**src/rtl/tff_toggle_scheduler.sv**
```systemverilog
// Round-robin scheduler sharing one T-flip-flop bank between NREQ requesters.
// Each grant drives a latched toggle mask onto t_out for a latched pulse count.
module tff_toggle_scheduler #(
    parameter int NREQ  = 4,
    parameter int WIDTH = 8,
    parameter int CNTW  = 4
) (
    input  logic                  clk,
    input  logic                  rst_n,
    input  logic [NREQ-1:0]       req,
    input  logic [NREQ*WIDTH-1:0] req_mask,
    input  logic [NREQ*CNTW-1:0]  req_cnt,
    output logic [NREQ-1:0]       gnt,
    output logic [NREQ-1:0]       done,
    output logic [WIDTH-1:0]      t_out,
    output logic                  busy,
    output logic [WIDTH-1:0]      q_shadow
);

    localparam int PW = (NREQ > 1) ? $clog2(NREQ) : 1;

    typedef enum logic [1:0] {
        S_IDLE,
        S_TOGGLE,
        S_DONE
    } state_t;

    state_t          r_state, w_state_next;
    logic [PW-1:0]   r_rr_ptr, w_rr_ptr_next;
    logic [PW-1:0]   r_idx, w_idx_next;
    logic [PW-1:0]   w_sel_idx;
    logic            w_sel_found;
    logic [CNTW-1:0] r_remaining, w_remaining_next;
    logic [WIDTH-1:0] r_mask, w_mask_next;
    logic [WIDTH-1:0] r_t_out, w_t_out_next;
    logic [WIDTH-1:0] r_q_shadow;
    logic [NREQ-1:0] r_gnt, w_gnt_next;
    logic [NREQ-1:0] r_done, w_done_next;

    logic [WIDTH-1:0] w_mask_arr [NREQ];
    logic [CNTW-1:0]  w_cnt_arr  [NREQ];

    genvar gi;
    generate
        for (gi = 0; gi < NREQ; gi++) begin : g_unpack
            assign w_mask_arr[gi] = req_mask[gi*WIDTH +: WIDTH];
            assign w_cnt_arr[gi]  = req_cnt[gi*CNTW +: CNTW];
        end
    endgenerate

    // Circular priority search starting at rr_ptr; first requester found wins.
    always_comb begin
        int cand;
        cand        = 0;
        w_sel_found = 1'b0;
        w_sel_idx   = '0;
        for (int off = 0; off < NREQ; off++) begin
            cand = int'(r_rr_ptr) + off;
            if (cand >= NREQ) begin
                cand = cand - NREQ;
            end
            if (!w_sel_found && req[cand]) begin
                w_sel_found = 1'b1;
                w_sel_idx   = cand[PW-1:0];
            end
        end
    end

    always_comb begin
        w_state_next     = r_state;
        w_rr_ptr_next    = r_rr_ptr;
        w_idx_next       = r_idx;
        w_remaining_next = r_remaining;
        w_mask_next      = r_mask;
        w_gnt_next       = r_gnt;
        w_done_next      = r_done;
        w_t_out_next     = r_t_out;
        case (r_state)
            S_IDLE: begin
                if (w_sel_found) begin
                    w_gnt_next            = '0;
                    w_gnt_next[w_sel_idx] = 1'b1;
                    w_idx_next            = w_sel_idx;
                    w_mask_next           = w_mask_arr[w_sel_idx];
                    w_remaining_next      = w_cnt_arr[w_sel_idx];
                    w_state_next          = S_TOGGLE;
                end
            end
            S_TOGGLE: begin
                // A zero count passes through here for one grant cycle with no pulses,
                // which keeps done at grant+cnt+1 for every count including zero.
                if (r_remaining == '0) begin
                    w_t_out_next       = '0;
                    w_done_next        = '0;
                    w_done_next[r_idx] = 1'b1;
                    w_state_next       = S_DONE;
                end else begin
                    w_t_out_next     = r_mask;
                    w_remaining_next = r_remaining - CNTW'(1);
                end
            end
            S_DONE: begin
                w_gnt_next    = '0;
                w_done_next   = '0;
                w_t_out_next  = '0;
                w_rr_ptr_next = (r_idx == PW'(NREQ-1)) ? '0 : r_idx + PW'(1);
                w_state_next  = S_IDLE;
            end
            default: begin
                w_state_next = S_IDLE;
            end
        endcase
    end

    always_ff @(posedge clk or negedge rst_n) begin
        if (!rst_n) begin
            r_state     <= S_IDLE;
            r_rr_ptr    <= '0;
            r_idx       <= '0;
            r_remaining <= '0;
            r_mask      <= '0;
            r_gnt       <= '0;
            r_done      <= '0;
            r_t_out     <= '0;
            r_q_shadow  <= '0;
        end else begin
            r_state     <= w_state_next;
            r_rr_ptr    <= w_rr_ptr_next;
            r_idx       <= w_idx_next;
            r_remaining <= w_remaining_next;
            r_mask      <= w_mask_next;
            r_gnt       <= w_gnt_next;
            r_done      <= w_done_next;
            r_t_out     <= w_t_out_next;
            r_q_shadow  <= r_q_shadow ^ r_t_out;
        end
    end

    assign gnt      = r_gnt;
    assign done     = r_done;
    assign t_out    = r_t_out;
    assign busy     = (r_state != S_IDLE);
    assign q_shadow = r_q_shadow;

endmodule

```
**config.mk**
```make
export PLATFORM = sky130hd
export DESIGN_NAME = tff_toggle_scheduler
export DESIGN_NICKNAME = d
export VERILOG_FILES = /design/src/rtl/tff_toggle_scheduler.sv
export SDC_FILE = /design/constraint.sdc
export NUM_CORES = 1
export LEC_CHECK = 0
export ABC_AREA = 1
export BUFFER_PORTS_ARGS = -buffer_cell sky130_fd_sc_hd__buf_2
export CAP_MARGIN = 20
export CELL_PAD_IN_SITES_DETAIL_PLACEMENT = 0
export CELL_PAD_IN_SITES_GLOBAL_PLACEMENT = 1
export CORE_AREA = 2 2 88 90
export CTS_CLUSTER_SIZE = 40
export DETAILED_ROUTE_END_ITERATION = 6
export DIE_AREA = 0 0 90 92
export GPL_TIMING_DRIVEN = 0
export PLACE_DENSITY = 0.78
export SYNTH_ARGS = -nofsm -noshare
export SYNTH_HDL_FRONTEND = slang
export SYNTH_SLANG_ARGS = --single-unit
```
**constraint.sdc**
```tcl
create_clock -name clk -period 2.4 [get_ports clk]
set_clock_uncertainty 0.05 [all_clocks]
set_input_delay 0.24 -clock clk [delete_from_list [all_inputs] [get_ports clk]]
set_output_delay 0.24 -clock clk [all_outputs]
set_load 0.01 [all_outputs]
```
==> run_results.csv, run 1 <==
group,metric,value,unit
clocking,cts_hold_buf,0,
clocking,cts-buffers-inserted,5,
detailed_routing,dr.pass1.iters,4,
setup_path,crit_buf_inv,4,
synth,synth_warnings,0,
clocking,clock_latency,0.30,ns
synth,yosys-top-cells-count,"nand2_1 (150), dfrtp_1 (42), inv_1 (34)",
floorplan,fp.dieW,90,um
power,p_leak,1.778,nW
synth,netlist_area,2579,sq um
cells_and_area,area_delta_synth_final,24.55,%
clocking,root_buffer,"clkbuf_8",
setup_path,cp_max_fo,10,
synth,yosysMostFrequentCell,"nand2_1",
synth,syn_inst,350,
power,peakVddDrop,0.6766,mV
cells_and_area,insertedDiodeCount,0,
setup_path,cp_top_family,"simple AND/OR/NAND/NOR gates",
setup_path,critPathCaptureType,"register",
sta,hold_viol_final,0,
synth,synth_edf_count,0,
synth,yosysTopAreaCellShare,40.76,%
synth,ys_types,32,
synth,synthArstFlopShare,100.0,%
detailed_routing,drt_iter0_markers,161,
setup_path,max_stage_delay,0.38,ns
setup_path,path_cells,"buf_6, inv_6, nand2_1, nand3_1, nand2_2, nor2_4, nand3_4, nand3_4, inv_4, buf_6, nand3_1, nand2_1, o21ai_1, nand2_1",
place,io_buffers,78,
detailed_routing,drc,0,
clocking,h-tree-depth,2,
sta,finalCritPeriodShare,90.16,%
clocking,cts_resized,0,
global_routing,grt_pass1_wl,10550,um
floorplan,start_util,34.63,%
global_routing,antenna_found_initial,0,
sta,fin_crit,2.164,ns
synth,synth_top_cell_by_area,"dfrtp_1",
setup_path,crit_path_frequent_cell,"nand2_1",
setup_path,worstPathRequired,2.53,ns
clocking,clock_sinks,42,
setup_path,ff2ff_path_depth,14,
global_routing,grt_max_degree,43,
clocking,cts_setup_buffers,0,
place,place_inst,530,
floorplan,rows,32,
detailed_routing,wl_per_cell,11.28,um
sta,setup_viol,0,
hold_path,hp-class,"in -> async",
detailed_routing,via_count,2409,
setup_path,startpoint,"r_rr_ptr[0]",
detailed_routing,viasPerCell,4.478,
setup_path,crit_arrival,2.30,ns
clocking,cts_buffer_depth,2,
floorplan,die_h,92,um
floorplan,io_pins,79,
sta,drv_slew,0,
place,place.gp.congestion,0.8585,
sta,tightest_slew,0.9238,ns
global_routing,grtUsageTotal,15.45,%
setup_path,rr_endpoint,"r_mask[5]",
sta,fin_tns_setup,0,ns
synth,synth_ff_type,"dfrtp_1",
sta,relSlewSlack,38.41,%
detailed_routing,postRouteAntennaNets,0,
clocking,cts_tree,"done",
floorplan,dieArea,8280,sq um
floorplan,core,7447,sq um
cells_and_area,instances_no_fill,538,
synth,syn_nets,413,
sta,rsz0062_at_grt,"no",
power,p_per_area,1619,nW/um^2
setup_path,path_class,"reg -> reg",
cells_and_area,drive_gt1_share,25.92,%
place,hpwl,4719,um
clocking,clkTransAtPathRegs,0.09,ns
detailed_routing,routed_wl,6066,um
setup_path,r2r-start,"r_rr_ptr[0]",
synth,ys_ff_latch,42,
setup_path,rrSetupSlack,0.24,ns
global_routing,grt_pass1_vias,2239,
synth,ys_seq_area_share,40.76,%
setup_path,cp-start-kind,"register",
run_status,status,"completed",
flow_run,drv_cap,0,
setup_path,slowest_stage,"dfrtp_1",
global_routing,globalRouteOverflowTotal,0,
synth,synthTopCellsByArea,"dfrtp_1 (41%), nand2_1 (22%), nand3_1 (5.8%)",
synth,syn-mean-instance-area,7.368,sq um
cells_and_area,nets,498,
sta,max_freq,0.4621,GHz
layer usage:
metal  GRT usage (%)  up-vias  wire [um]  part of all wire (%)
met3           2.876        7        310                   5.1
met1           21.98     1054       2909                    48
met4           4.615        0         80                   1.3
met2           24.00       72       2765                    46
met5               0        -          0                     0
li1                -     1276          -                     -
area by class of cell:
cell class | count | area [sq um]
clock inverter | 3 | 43.79
buffer | 10 | 75.07
timing repair buffer | 78 | 390.4
multi-input combinational | 258 | 1297
sequential | 42 | 1051
tap | 102 | 127.6
inverter | 40 | 157.7
fill | 838 | 4235
clock buffer | 5 | 68.82
worst max-delay path by stage:
stage	endpoint	slack (ns)	depth (start not counted)
2_1_floorplan	r_mask[0]	0.54	15
3_3_place_gp	r_remaining[0]	0.28	11
3_5_place_dp	r_remaining[3]	0.25	11
4_1_cts	r_remaining[3]	0.24	11
5_1_grt	gnt[1]	0.05	11
6_report	r_mask[5]	0.24	14
registers in the layout (all words and copies together), names as in the netlist:
signal	cells
r_mask	8
q_shadow	8
done	4
t_out	8
gnt	4
r_remaining	4
r_state	2
r_rr_ptr	2
r_idx	2
placed cells by master, fill, tap and decap left out, types with 3 or more instances in the layout:
cell,count
nand2_1,150
buf_2,78
dfrtp_1,42
inv_1,34
nand3_1,30
o21ai_0,12
o22ai_1,10
ha_1,9
xor2_1,8
a21oi_1,7
nand2_2,6
nand4_1,5
nor2_1,5
clkbuf_8,5
buf_6,4
clkbuf_1,3
inv_2,3
nor2_4,3
per-stage QoR:
stage | area [sq um] | power (mW) | hold WS [ns] | utilization, % | setup WS [ns]
floorplan | 2579 | 3.820 | -0.1056 | - | 0.5367
global placement | 3097 | 4.628 | 0.3778 | 41.58 | 0.2786
detailed placement | 3097 | 4.674 | 0.3847 | 41.58 | 0.2492
CTS | 3209 | 5.267 | 0.05135 | 43.09 | 0.2396
global route | 3212 | 5.797 | 0.09460 | 43.13 | 0.04832
finish | 3212 | 5.200 | 0.01739 | 43.13 | 0.2361
cell families (layout without fill, tap and decap cells):
| kind of cell | count (synthesis) | count (layout) | synth area share (%) |
|---|---|---|---|
| AOI/OAI and AO/OA | 35 | 35 | 8.152 |
| xor gates and xnor gates | 8 | 8 | 2.717 |
| adders and majority gates | 9 | 9 | 4.367 |
| buffers and inverters | 50 | 136 | 9.024 |
| DFF | 42 | 42 | 40.76 |
| and+or+nand+nor | 206 | 206 | 34.98 |
where the power goes:
part	internal, mW	switching, mW	leakage [nW]
sequential	1.04	0.210	0.528
clock	0.312	0.255	0.0585
combinational	1.24	2.15	1.19
Power figures use the tool's default switching activity.
==> run 2: changes to the inputs <==
--- a/config.mk
+++ b/config.mk
@@ -16,6 +16,7 @@
 export DIE_AREA = 0 0 90 92
 export GPL_TIMING_DRIVEN = 0
 export PLACE_DENSITY = 0.78
+export RECOVER_POWER = 50
 export SYNTH_ARGS = -nofsm -noshare
 export SYNTH_HDL_FRONTEND = slang
 export SYNTH_SLANG_ARGS = --single-unit
==> run 2 against run 1 <==
  * Critical path depth stayed put
  * Largest power group unchanged
  * Via count up 0.17%
  * Highest routed layer unchanged
  * Largest cell class unchanged
  * Hold slack better by 0.035 ns
==> run_results.csv, run 2 (same netlist as run 1, synthesis figures left out) <==
group,metric,value,unit
run_status,status,"completed",
global_routing,grt_pass1_wl,10550,um
detailed_routing,via_count,2413,
cells_and_area,layout_common_cells,"nand2_1 (150), buf_2 (73), dfrtp_1 (42)",
place,place_inst,530,
cells_and_area,drive_gt1_share,25.00,%
global_routing,grtUsageTotal,15.45,%
global_routing,globalRouteOverflowTotal,0,
clocking,cts_setup_buffers,0,
sta,rsz0062_at_grt,"no",
sta,max_freq,0.4621,GHz
floorplan,io_pins,79,
detailed_routing,wl_met2,2766,um
floorplan,die_h,92,um
cells_and_area,final_common_cell,"nand2_1",
power,p_leak,1.761,nW
floorplan,dieArea,8280,sq um
cells_and_area,seqCellArea,1051,sq um
detailed_routing,drc,0,
clocking,clock_latency,0.30,ns
floorplan,start_util,34.63,%
sta,drv_slew,0,
sta,setup_viol,0,
setup_path,path_class,"reg -> reg",
setup_path,crit_arrival,2.30,ns
place,preCtsSetupSlack,0.2492,ns
cells_and_area,insertedDiodeCount,0,
place,hpwl,4719,um
detailed_routing,wl_met3,315,um
power,p_per_area,1620,nW/um^2
detailed_routing,highest_layer,"met4",
detailed_routing,drt-met1-wl,2909,um
setup_path,critPathCaptureType,"register",
setup_path,max_stage_delay,0.38,ns
hold_path,hp-class,"in -> async",
clocking,cts_buffer_depth,2,
flow_run,drv_cap,0,
place,dpl-instance-area,3097,sq um
sta,finalCritPeriodShare,90.16,%
setup_path,crit_path_frequent_cell,"nand2_1",
clocking,h-tree-depth,2,
setup_path,path_cells,"buf_6, inv_6, nand2_1, nand3_1, nand2_2, nor2_4, nand3_4, nand3_4, inv_4, buf_6, nand3_1, nand2_1, o21ai_1, nand2_1",
global_routing,antenna_found_initial,0,
floorplan,core,7447,sq um
clocking,cts_hold_buf,0,
setup_path,rrSetupSlack,0.24,ns
clocking,clock_sinks,42,
cells_and_area,nets,498,
detailed_routing,wl_per_cell,11.28,um
sta,hold_viol_final,0,
place,io_buffers,78,
global_routing,grt_pass1_vias,2239,
detailed_routing,postRouteAntennaNets,0,
clocking,cts-buffers-inserted,5,
cells_and_area,n_fill_cell,839,
detailed_routing,viasPerCell,4.485,
global_routing,grt_max_degree,43,
cells_and_area,area_delta_synth_final,24.36,%
setup_path,rr_endpoint,"r_mask[5]",
clocking,clkTransAtPathRegs,0.09,ns
detailed_routing,dr.pass1.iters,4,
sta,worst_slack,0.2362,ns
floorplan,rows,32,
setup_path,worstPathRequired,2.53,ns
clocking,root_buffer,"clkbuf_8",
setup_path,ff2ff_path_depth,14,
place,place.gp.congestion,0.8585,
power,total_power,5.196,mW
power,peakVddDrop,0.6765,mV
setup_path,cp_max_fo,10,
cells_and_area,multiInputGateArea,1297,sq um
setup_path,cp-start-kind,"register",
sta,tightest_slew,1.033,ns
setup_path,r2r-start,"r_rr_ptr[0]",
detailed_routing,routed_wl,6071,um
sta,fin_tns_setup,0,ns
cells_and_area,design_area,3207,sq um
clocking,cts_tree,"done",
cells_and_area,instances_no_fill,538,
floorplan,fp.dieW,90,um
sta,relSlewSlack,31.12,%
setup_path,slowest_stage,"dfrtp_1",
sta,fin_crit,2.164,ns
detailed_routing,drt_iter0_markers,161,
run 2: cell types whose count changed in the layout (fill, tap and decap cells not counted), sizes merged:
cell    previous run  this run
buf               85        80
clkbuf             8        13
run 2: area by class of cell:
type | count | area share (%)
well taps | 102 | 3.980
flip-flops and latches | 42 | 32.77
clock inverters | 3 | 1.366
clock buffers | 5 | 2.146
inverters | 40 | 4.916
multi-input cells | 258 | 40.46
repair buffers | 78 | 12.02
plain buffers | 10 | 2.341
run 2: per-layer routing:
layer,GRT usage (%),vias to the layer above
met3,2.876,7
met2,24.00,72
met5,0,-
li1,-,1277
met4,4.615,0
met1,21.98,1057
run 2: repair_timing:
item | 4_1_cts | 5_1_grt
endpoints found under the hold margin | 0 | 0
setup endpoints to repair | 0 | 4
gates resized for setup | 0 | 1
run 2: how the worst max path moves through the flow:
stage                               from        endpoint  slack (ns)  cells after the start
after global routing         r_rr_ptr[0]          gnt[1]        0.05                     11
after CTS                 r_remaining[0]  r_remaining[3]        0.24                     11
after detailed placement  r_remaining[0]  r_remaining[3]        0.25                     11
after floorplan              r_rr_ptr[0]       r_mask[0]        0.54                     15
final                        r_rr_ptr[0]       r_mask[5]        0.24                     14
after global placement    r_remaining[0]  r_remaining[0]        0.28                     11
run 2: critical path: cells and delay by family (launching register included):
kind / cells / cell delay, ns
simple gates: 9 / 0.95
flops: 1 / 0.38
buf+inv: 4 / 0.45
compound gates: 1 / 0.21
run 2: metrics by stage:
step                hold WS, ns  util (%)
floorplan               -0.1056         -
global placement         0.3778     41.58
detailed placement       0.3847     41.58
CTS                     0.05135     43.09
global route             0.1414     43.06
finish                  0.05266     43.06
run 2: power breakdown:
group          leakage (nW)  internal (mW)  switching [mW]
Sequential            0.528           1.04           0.210
Clock                0.0585          0.312           0.254
Combinational          1.17           1.23            2.15
==> run 3: changes to the inputs <==
--- a/config.mk
+++ b/config.mk
@@ -8,14 +8,11 @@
 export ABC_AREA = 1
 export BUFFER_PORTS_ARGS = -buffer_cell sky130_fd_sc_hd__buf_2
 export CAP_MARGIN = 20
-export CELL_PAD_IN_SITES_DETAIL_PLACEMENT = 0
-export CELL_PAD_IN_SITES_GLOBAL_PLACEMENT = 1
-export CORE_AREA = 2 2 88 90
+export CORE_AREA = 2 2 84 86
 export CTS_CLUSTER_SIZE = 40
 export DETAILED_ROUTE_END_ITERATION = 6
-export DIE_AREA = 0 0 90 92
-export GPL_TIMING_DRIVEN = 0
-export PLACE_DENSITY = 0.78
+export DIE_AREA = 0 0 86 88
+export PLACE_DENSITY = 0.63
 export RECOVER_POWER = 50
 export SYNTH_ARGS = -nofsm -noshare
 export SYNTH_HDL_FRONTEND = slang
==> run 3 against run 2 <==
  * Combinational power shrank 3%
  * Critical endpoint is now r_mask[1]
  * Register-to-register slack gained 0.097 ns
  * Cell count shrank 4.1%
  * Global-route usage grew 0.74 points
  * Sequential share of layout area grew 0.52 points
  * Critical path depth shrank 1
  * Die area shrank 8.6%
  * Sequential power is essentially flat
  * Count of clock-buffer cells in the layout is the same
  * Routed wire length shrank 2.3%
  * Highest routed layer unchanged
  * Largest power group unchanged
==> run_results.csv, run 3 (same netlist as run 1, synthesis figures left out) <==
group,metric,value,unit
cells_and_area,design_area,3161,sq um
cells_and_area,insertedDiodeCount,0,
detailed_routing,dr.pass1.iters,5,
detailed_routing,routed_wl,5931,um
cells_and_area,seqCellArea,1052,sq um
detailed_routing,viasPerCell,4.719,
floorplan,io_pins,79,
cells_and_area,drive_gt1_share,25.69,%
detailed_routing,postRouteAntennaNets,0,
clocking,h-tree-depth,2,
floorplan,core,6644,sq um
floorplan,die_h,88,um
global_routing,globalRouteOverflowTotal,0,
power,peakVddDrop,0.6823,mV
cells_and_area,area_delta_synth_final,22.56,%
clocking,clock_sinks,42,
global_routing,grt_pass1_wl,9811,um
clocking,clkTransAtPathRegs,0.08,ns
detailed_routing,drc,0,
global_routing,grt_pass1_vias,2188,
setup_path,crit_arrival,2.26,ns
sta,finalCritPeriodShare,86.11,%
setup_path,cp_max_fo,20,
global_routing,antenna_found_initial,0,
cells_and_area,layout_common_cells,"nand2_1 (150), buf_2 (74), dfrtp_1 (41)",
run_status,status,"completed",
global_routing,grt_max_degree,43,
detailed_routing,drt_iter0_markers,86,
power,p_leak,1.757,nW
sta,max_freq,0.4839,GHz
sta,relSlewSlack,32.52,%
cells_and_area,multiInputGateArea,1300,sq um
hold_path,hp-class,"in -> reg",
clocking,cts-buffers-inserted,5,
clocking,root_buffer,"clkbuf_8",
sta,fin_tns_setup,0,ns
setup_path,worstPathRequired,2.59,ns
cells_and_area,nets,498,
floorplan,start_util,38.81,%
place,dpl-instance-area,3032,sq um
setup_path,path_class,"reg -> reg",
sta,hold_viol_final,0,
place,io_buffers,78,
setup_path,critPathCaptureType,"register",
detailed_routing,via_count,2435,
setup_path,cp-start-kind,"register",
clocking,cts_buffer_depth,2,
cells_and_area,final_common_cell,"nand2_1",
floorplan,dieArea,7568,sq um
sta,setup_viol,0,
cells_and_area,n_fill_cell,679,
floorplan,fp.dieW,86,um
sta,rsz0062_at_grt,"no",
floorplan,rows,30,
sta,drv_slew,0,
clocking,clock_latency,0.30,ns
detailed_routing,wl_per_cell,11.49,um
power,p_per_area,1591,nW/um^2
sta,tightest_slew,1.012,ns
clocking,cts_tree,"done",
place,place.gp.congestion,0.9354,
sta,fin_crit,2.067,ns
place,hpwl,4434,um
global_routing,grtUsageTotal,16.19,%
flow_run,drv_cap,0,
[run 3: area by class of cell]
| cell class | count | area share [%] |
|---|---|---|
| well taps | 80 | 3.167 |
| flip-flops and latches | 42 | 33.29 |
| multi-input cells | 258 | 41.13 |
| clock buffers | 5 | 2.177 |
| clock inverters | 3 | 0.6730 |
| inverters | 40 | 4.988 |
| repair buffers | 88 | 14.57 |
[run 3: critical path: stages, from the launching register on]
cell	delay, ns
dfrtp_2	0.51
inv_6	0.13
nand2_1	0.07
nand3_1	0.11
nand2_2	0.09
nor2_4	0.16
nand3_1	0.09
nand3_1	0.13
nand2_4	0.17
nor2_4	0.21
nand2_1	0.07
nand3_1	0.09
nand2_1	0.06
nand2_1	0.06
[run 3: what timing repair did]
action,4_1_cts,5_1_grt
endpoints found under the setup margin,0,13
endpoints found under the hold margin,42,0
setup buffers,0,4
hold buffers,1,0
resized for setup,0,2
[run 3: through the flow]
stage / utilization [%] / cells / power (mW) / setup WS (ns) / hold slack [ns]
3_3_place_gp: 45.63 / 503 / 4.402 / 0.1773 / 0.2905
2_1_floorplan: - / 350 / 3.820 / 0.5367 / -0.1056
4_1_cts: 47.14 / 512 / 4.926 / 0.09836 / 0.2020
3_5_place_dp: 45.63 / 503 / 4.437 / 0.1348 / 0.2859
6_report: 47.57 / 516 / 5.028 / 0.3334 / 0.2081
5_1_grt: 47.57 / 516 / 5.596 / 0.09770 / 0.2354
[run 3: where the power goes]
part           total (mW)  internal [mW]  switching, mW
sequential           1.28           1.04          0.246
clock               0.465          0.204          0.260
combinational        3.28           1.20           2.08
[run 3: per-layer routing]
layer | routed length [um] | part of all wire, % | global-route usage (%)
met1 | 2951 | 50 | 23.35
met2 | 2542 | 43 | 25.02
met3 | 366 | 6.2 | 3.016
met4 | 71 | 1.2 | 4.329
met5 | 0 | 0 | 0
[run 3: worst paths after layout]
check | slack [ns] | to | start | cells after the start
setup / recovery | 0.33 | r_mask[1] | r_rr_ptr[0] | 13
hold / removal | 0.21 | r_mask[2] | req_mask[18] | 5
setup reg to reg | 0.33 | r_mask[1] | r_rr_ptr[0] | 13
hold reg to reg | 0.41 | q_shadow[5] | q_shadow[5] | 1
max in group asynchronous | 0.93 | r_rr_ptr[0] | rst_n | 3
min in group asynchronous | 0.66 | q_shadow[4] | rst_n | 3
